===== src/rtl/mips_boot_sequencer_pkg.sv =====
// Shared types and constants for the MIPS boot sequencer.
package mips_boot_sequencer_pkg;

    // Sequencer states
    typedef enum logic [2:0] {
        IDLE      = 3'd0,
        LOAD      = 3'd1,
        RESET_CPU = 3'd2,
        RUN       = 3'd3,
        DONE      = 3'd4
    } seq_state_t;

    // Instruction word that terminates a run
    localparam logic [31:0] DEFAULT_HALT_INSTR = 32'hFFFF_FFFF;

endpackage


===== src/rtl/mips_run_monitor.sv =====
// Supervises the RUN phase: counts run cycles, detects the halt word or the
// cycle limit, and captures the PC at halt.
module mips_run_monitor
    import mips_boot_sequencer_pkg::*;
#(
    parameter int          CNT_W      = 32,
    parameter int          MAX_CYCLES = 100000,
    parameter logic [31:0] HALT_INSTR = DEFAULT_HALT_INSTR
) (
    input  logic             clk,
    input  logic             reset,
    input  logic             clear,
    input  logic             run,
    input  logic [31:0]      instr_in,
    input  logic [31:0]      pc_in,
    output logic             halt_hit,
    output logic             limit_hit,
    output logic [CNT_W-1:0] cycle_count,
    output logic [31:0]      halt_pc,
    output logic             timeout
);

    localparam logic [CNT_W-1:0] LIMIT = CNT_W'(MAX_CYCLES - 1);

    // Halt takes precedence over the cycle limit when both occur together
    always_comb begin
        halt_hit  = run && (instr_in == HALT_INSTR);
        limit_hit = run && !halt_hit && (cycle_count == LIMIT);
    end

    // Run-cycle counter (saturating), halt PC capture and sticky timeout
    always_ff @(posedge clk) begin
        if (reset) begin
            cycle_count <= '0;
            halt_pc     <= '0;
            timeout     <= 1'b0;
        end else if (clear) begin
            cycle_count <= '0;
            halt_pc     <= '0;
            timeout     <= 1'b0;
        end else begin
            if (run && !halt_hit && (cycle_count != '1)) begin
                cycle_count <= cycle_count + 1'b1;
            end
            if (halt_hit) begin
                halt_pc <= pc_in;
            end
            if (limit_hit) begin
                timeout <= 1'b1;
            end
        end
    end

endmodule


===== src/rtl/mips_boot_sequencer.sv =====
// Load/run controller for the MIPS core: streams a program into instruction
// memory through the core's init port, pulses the core reset, then supervises
// execution until a halt word or the run-cycle limit.
//
// state     | meaning
// ----------+----------------------------------------------------------
// IDLE      | waiting for start, core held in reset
// LOAD      | accepting source words, one memory write per accept
// RESET_CPU | core held in reset with init_mode for RST_CYCLES cycles
// RUN       | core running, monitor counts cycles and watches for halt
// DONE      | run finished, status held, core back in reset
module mips_boot_sequencer
    import mips_boot_sequencer_pkg::*;
#(
    parameter int          ADDR_W     = 12,
    parameter int          RST_CYCLES = 2,
    parameter int          MAX_CYCLES = 100000,
    parameter int          CNT_W      = 32,
    parameter logic [31:0] HALT_INSTR = DEFAULT_HALT_INSTR
) (
    input  logic              clk,
    input  logic              reset,
    input  logic              start,
    input  logic              abort,
    input  logic [ADDR_W:0]   load_count,
    input  logic              s_valid,
    input  logic [31:0]       s_data,
    output logic              s_ready,
    output logic              cpu_reset,
    output logic              init_mode,
    output logic              write_enable,
    output logic [ADDR_W-1:0] init_address,
    output logic [31:0]       init_instruction,
    input  logic [31:0]       pc_in,
    input  logic [31:0]       instr_in,
    output logic              busy,
    output logic              done,
    output logic              timeout,
    output logic [CNT_W-1:0]  cycle_count,
    output logic [31:0]       halt_pc
);

    localparam int RW = $clog2(RST_CYCLES + 1);
    localparam logic [ADDR_W:0] MEM_WORDS = {1'b1, {ADDR_W{1'b0}}};
    localparam logic [RW-1:0]   RST_LOAD  = RW'(RST_CYCLES - 1);

    seq_state_t        state;
    seq_state_t        next_state;
    logic [ADDR_W:0]   n_total;
    logic [ADDR_W:0]   load_clamped;
    logic [ADDR_W-1:0] idx;
    logic [RW-1:0]     rst_cnt;
    logic              accept;
    logic              last_word;
    logic              start_clear;
    logic              mon_clear;
    logic              halt_hit;
    logic              limit_hit;

    // Handshake, clamp and terminal-word decode
    always_comb begin
        s_ready      = (state == LOAD);
        accept       = s_ready && s_valid;
        load_clamped = (load_count > MEM_WORDS) ? MEM_WORDS : load_count;
        last_word    = ({1'b0, idx} == (n_total - 1'b1));
        start_clear  = start && !abort && ((state == IDLE) || (state == DONE));
        mon_clear    = abort || start_clear;
    end

    // Next-state logic; abort overrides every transition
    always_comb begin
        next_state = state;
        case (state)
            IDLE, DONE: begin
                if (start) begin
                    next_state = (load_clamped == '0) ? RESET_CPU : LOAD;
                end
            end
            LOAD: begin
                if (accept && last_word) begin
                    next_state = RESET_CPU;
                end
            end
            RESET_CPU: begin
                if (rst_cnt == '0) begin
                    next_state = RUN;
                end
            end
            RUN: begin
                if (halt_hit || limit_hit) begin
                    next_state = DONE;
                end
            end
            default: next_state = IDLE;
        endcase
        if (abort) begin
            next_state = IDLE;
        end
    end

    // State register
    always_ff @(posedge clk) begin
        if (reset) begin
            state <= IDLE;
        end else begin
            state <= next_state;
        end
    end

    // Registered outputs follow the next state so they line up with the state
    always_ff @(posedge clk) begin
        if (reset) begin
            cpu_reset <= 1'b1;
            init_mode <= 1'b0;
            busy      <= 1'b0;
            done      <= 1'b0;
        end else begin
            cpu_reset <= (next_state != RUN);
            init_mode <= (next_state == LOAD) || (next_state == RESET_CPU);
            busy      <= (next_state == LOAD) || (next_state == RESET_CPU) ||
                         (next_state == RUN);
            done      <= (next_state == DONE);
        end
    end

    // Load datapath: one write pulse per accepted word, index saturates at the top
    always_ff @(posedge clk) begin
        if (reset) begin
            n_total          <= '0;
            idx              <= '0;
            write_enable     <= 1'b0;
            init_address     <= '0;
            init_instruction <= '0;
        end else begin
            write_enable <= accept && !abort;
            if (accept && !abort) begin
                init_address     <= idx;
                init_instruction <= s_data;
                if (idx != '1) begin
                    idx <= idx + 1'b1;
                end
            end
            if (start_clear) begin
                n_total <= load_clamped;
                idx     <= '0;
            end
        end
    end

    // Core-reset hold timer, loaded on entry to RESET_CPU and counted down
    always_ff @(posedge clk) begin
        if (reset) begin
            rst_cnt <= '0;
        end else if ((next_state == RESET_CPU) && (state != RESET_CPU)) begin
            rst_cnt <= RST_LOAD;
        end else if ((state == RESET_CPU) && (rst_cnt != '0)) begin
            rst_cnt <= rst_cnt - 1'b1;
        end
    end

    mips_run_monitor #(
        .CNT_W      (CNT_W),
        .MAX_CYCLES (MAX_CYCLES),
        .HALT_INSTR (HALT_INSTR)
    ) u_run_monitor (
        .clk         (clk),
        .reset       (reset),
        .clear       (mon_clear),
        .run         (state == RUN),
        .instr_in    (instr_in),
        .pc_in       (pc_in),
        .halt_hit    (halt_hit),
        .limit_hit   (limit_hit),
        .cycle_count (cycle_count),
        .halt_pc     (halt_pc),
        .timeout     (timeout)
    );

endmodule


===== config.mk =====
export PLATFORM = sky130hd
export DESIGN_NAME = mips_boot_sequencer
export DESIGN_NICKNAME = d
export VERILOG_FILES = /design/src/rtl/mips_boot_sequencer_pkg.sv /design/src/rtl/mips_run_monitor.sv /design/src/rtl/mips_boot_sequencer.sv
export SDC_FILE = /design/constraint.sdc
export NUM_CORES = 1
export LEC_CHECK = 0
export CAP_MARGIN = 30
export CORE_MARGIN = 4
export CORE_UTILIZATION = 40
export CTS_BUF_LIST = sky130_fd_sc_hd__clkbuf_8
export CTS_CLUSTER_SIZE = 24
export DETAILED_ROUTE_END_ITERATION = 8
export MAX_ROUTING_LAYER = met4
export PLACE_DENSITY_LB_ADDON = 0.15
export SETUP_SLACK_MARGIN = 0.5
export SYNTH_ARGS = -nofsm -noshare
export SYNTH_HDL_FRONTEND = slang
export SYNTH_SLANG_ARGS = --single-unit
export TNS_END_PERCENT = 50

===== constraint.sdc =====
create_clock -name clk -period 2.9 [get_ports clk]
set_input_delay 0.29 -clock clk [delete_from_list [all_inputs] [get_ports clk]]
set_output_delay 0.29 -clock clk [all_outputs]
set_load 0.02 [all_outputs]

==> results.sh <==
export IMPL_r2r_slack_ns=0.62
export IMPL_multiInputGateArea_sq_um=3207
export IMPL_worst_slack_ns=0.6243
export IMPL_hold_ws_ns=0.2202
export IMPL_synthTopCellsByCount="144 x dfxtp_1, 119 x nand2_1, 93 x nor2_1"
export IMPL_avgSynthCellArea_sq_um=8.561
export IMPL_wl_microns=18240
export IMPL_final_area_sq_um=9226
export IMPL_vdd_drop_max_v=0.0003813
export IMPL_antenna_found_initial=1
export IMPL_io_buffers=228
export IMPL_dr_first_iter_drc_count=318
export IMPL_die_area_sq_um=17690
export IMPL_grt_usage=0.2109
export IMPL_place_congestion=0.8105
export IMPL_setup_viol=0
export IMPL_detail_route_wl_per_cell_microns=15.51
export IMPL_power_density_nw_per_um2=449.4
export IMPL_die_x_microns=133.0
export IMPL_worstPathRequired_ns=3.21
export IMPL_min_period_ns=2.276
export IMPL_grt_pass1_vias=5908
export IMPL_drv_slew=0
export IMPL_synth_most_common_cell="dfxtp_1"
export IMPL_cts_buffers=17
export IMPL_outcome="complete, no violations"
export IMPL_clockBufferDepth=2
export IMPL_grt_pass1_wl_microns=29480
export IMPL_max_slew_margin_rel=0.5552
export IMPL_synth_warnings=0
export IMPL_grt_max_degree=66
export IMPL_p_leak_nw=3.288
export IMPL_synth_top_cell_by_area="dfxtp_1"
export IMPL_dpl_instance_area_sq_um=8706
export IMPL_grt_setup_unrepaired="yes"
export IMPL_synthTopCellsByArea="dfxtp_1 46%, nand2_1 7.1%, mux2i_1 5.6%"
export IMPL_placementRows=45
export IMPL_synth_seq_area_share=0.4613
export IMPL_syn_nets=848
export IMPL_tightest_slew_ns=0.6611
export IMPL_start_util=0.4096
export IMPL_cts_max_level=4
export IMPL_finalHoldViolations=0
export IMPL_holdCritPathClass="in -> reg"
export IMPL_clock_latency_ns=0.44
export IMPL_drc=0
export IMPL_fmaxAchievable_ghz=0.4394
export IMPL_filler_cell_count=1412
export IMPL_synth_async_reset_ratio=0
export IMPL_synth_seq_cells=144
export IMPL_fin_nets=1069
export IMPL_pre_cts_ws_ns=0.3169
export IMPL_drive_gt1_frac=0.06950
export IMPL_cts_tree="done"
export IMPL_path_class="reg -> reg"
export IMPL_endpoint_kind="register"
export IMPL_clock_sinks=144
export IMPL_tns_ns=0
export IMPL_timing_critical_path_fanout_max=6
export IMPL_regArea_sq_um=2887
export IMPL_finClkSkew_ns=0.01149
export IMPL_synth_top_area_frac=0.4613
export IMPL_core_area_sq_um=15260
export IMPL_cts_root_buf="clkbuf_8"
export IMPL_final_period_utilization=0.7847
export IMPL_detailed_place_hpwl_microns=13430
export IMPL_maxCapViolCount=0
export IMPL_first_pass_iters=5
export IMPL_area_growth_pct=47.63
export IMPL_arrival_ns=2.59
export IMPL_power_mw=4.146
export IMPL_yosys_most_used_dff="dfxtp_1"
export IMPL_ys_types=54
export IMPL_grt_ovfl_total=0
export IMPL_cts_hold_buf=0
export IMPL_syn_inst=730
export IMPL_viasPerCell=4.973
export IMPL_vias=5848
export IMPL_synth_edf_count=0
export IMPL_ant_nets=0
export IMPL_die_h_microns=133.0
export IMPL_io_pins=229
export IMPL_critPathLaunchType="register"
export IMPL_clk_pin_slew_ns=0.08
export IMPL_netlist_area_sq_um=6250
per-stage QoR:
step                utilization  instances
global route             0.6047       1176
floorplan                     -        730
detailed placement       0.5706       1141
CTS                      0.6011       1173
finish                   0.6047       1176
global placement         0.5706       1141
per-layer routing:
metal	vias to the layer above	track usage	routed length [microns]
li1	2968	-	-
met1	2720	0.2530	8055
met2	142	0.3465	8973
met3	18	0.06768	1034
met4	0	0.04850	177
met5	-	-	0
where the power goes:
part	internal, mW	total (mW)	switching [mW]
clock	0.987	1.78	0.798
combinational	0.210	0.354	0.143
sequential	1.99	2.01	0.0168
total	3.19	4.15	0.958
path summary, 6_finish.rpt:
kind / from / to / depth (start not counted)
worst max-delay path: n_total[0]$_SDFFE_PP0P_ / rst_cnt[1]$_SDFFE_PP0P_ / 9
worst min-delay path: reset / n_total[12]$_SDFFE_PP0P_ / 2
worst max register to register: n_total[0]$_SDFFE_PP0P_ / rst_cnt[1]$_SDFFE_PP0P_ / 9
worst min register to register: init_address[4]$_SDFFE_PP0P_ / init_address[4]$_SDFFE_PP0P_ / 2
placed cells by master, fill, tap and decap left out, types with 3 or more instances in the layout:
cell type        synthesis  layout
xor2_1                  20      20
a22o_1                  10      10
inv_6                    0       3
xnor2_1                 26      26
and4_1                   4       4
a21oi_1                 58      58
nand3_1                 17      17
nor2_1                  93      92
buf_4                    0      10
nand4_1                 24      24
dfxtp_2                  0       3
clkdlybuf4s50_1          0     227
nor4_2                   3       5
clkbuf_8                 0      19
nor4_1                  15      12
or3_1                   13      12
nor3_1                  14      14
nand2b_1                 8       7
o21ai_0                 15      15
a31oi_1                  6       6
and2_1                   4       4
ha_1                     4       3
nand2_1                119     119
mux2i_1                 35      35
nor2b_1                  4       4
dfxtp_1                144     141
inv_1                   13      14
a211oi_1                 3       3
bufinv_16                0       4
and3_1                   7       7
timing repair:
action / in CTS / in global routing
setup endpoints to repair: 5 / 18
pin swaps: 1 / 1
resized for setup: 4 / 7
setup buffers: 0 / 2
logic make-up after synthesis:
group           after synthesis  share of synthesized area
fa+ha+maj                     4                   0.008008
xor+xnor                     46                    0.06447
compound gates              107                     0.1077
flops                       144                     0.4613
mux                          35                    0.05606
buf+inv                      50                    0.03564
simple gates                344                     0.2669
critical path, stage by stage, from the launching register on:
cell and delay, ns:
dfxtp_2 0.39, inv_1 0.10, ha_4 0.27, xor2_1 0.13, nand2_1 0.07, a2111oi_1 0.35
nand4_1 0.20, nor4_4 0.36, nand2b_4 0.21, a211oi_1 0.07
flip-flops by register name (all words and copies together), names as in the netlist, 2 cells and up:
signal and flops:
u_run_monitor.halt_pc 32, state 3, n_total 13, idx 12, rst_cnt 2, init_address 12, u_run_monitor.cycle_count 32, init_instruction 32
cell type report:
type,instances,share of cell area
clock inverter,13,0.01993
multi-input combinational,536,0.3476
antenna,1,0.0002712
timing repair buffer,239,0.2571
clock buffer,19,0.02834
inverter,13,0.005289
sequential,144,0.3129
tap,211,0.02861
(Power assumes the default switching activity.)
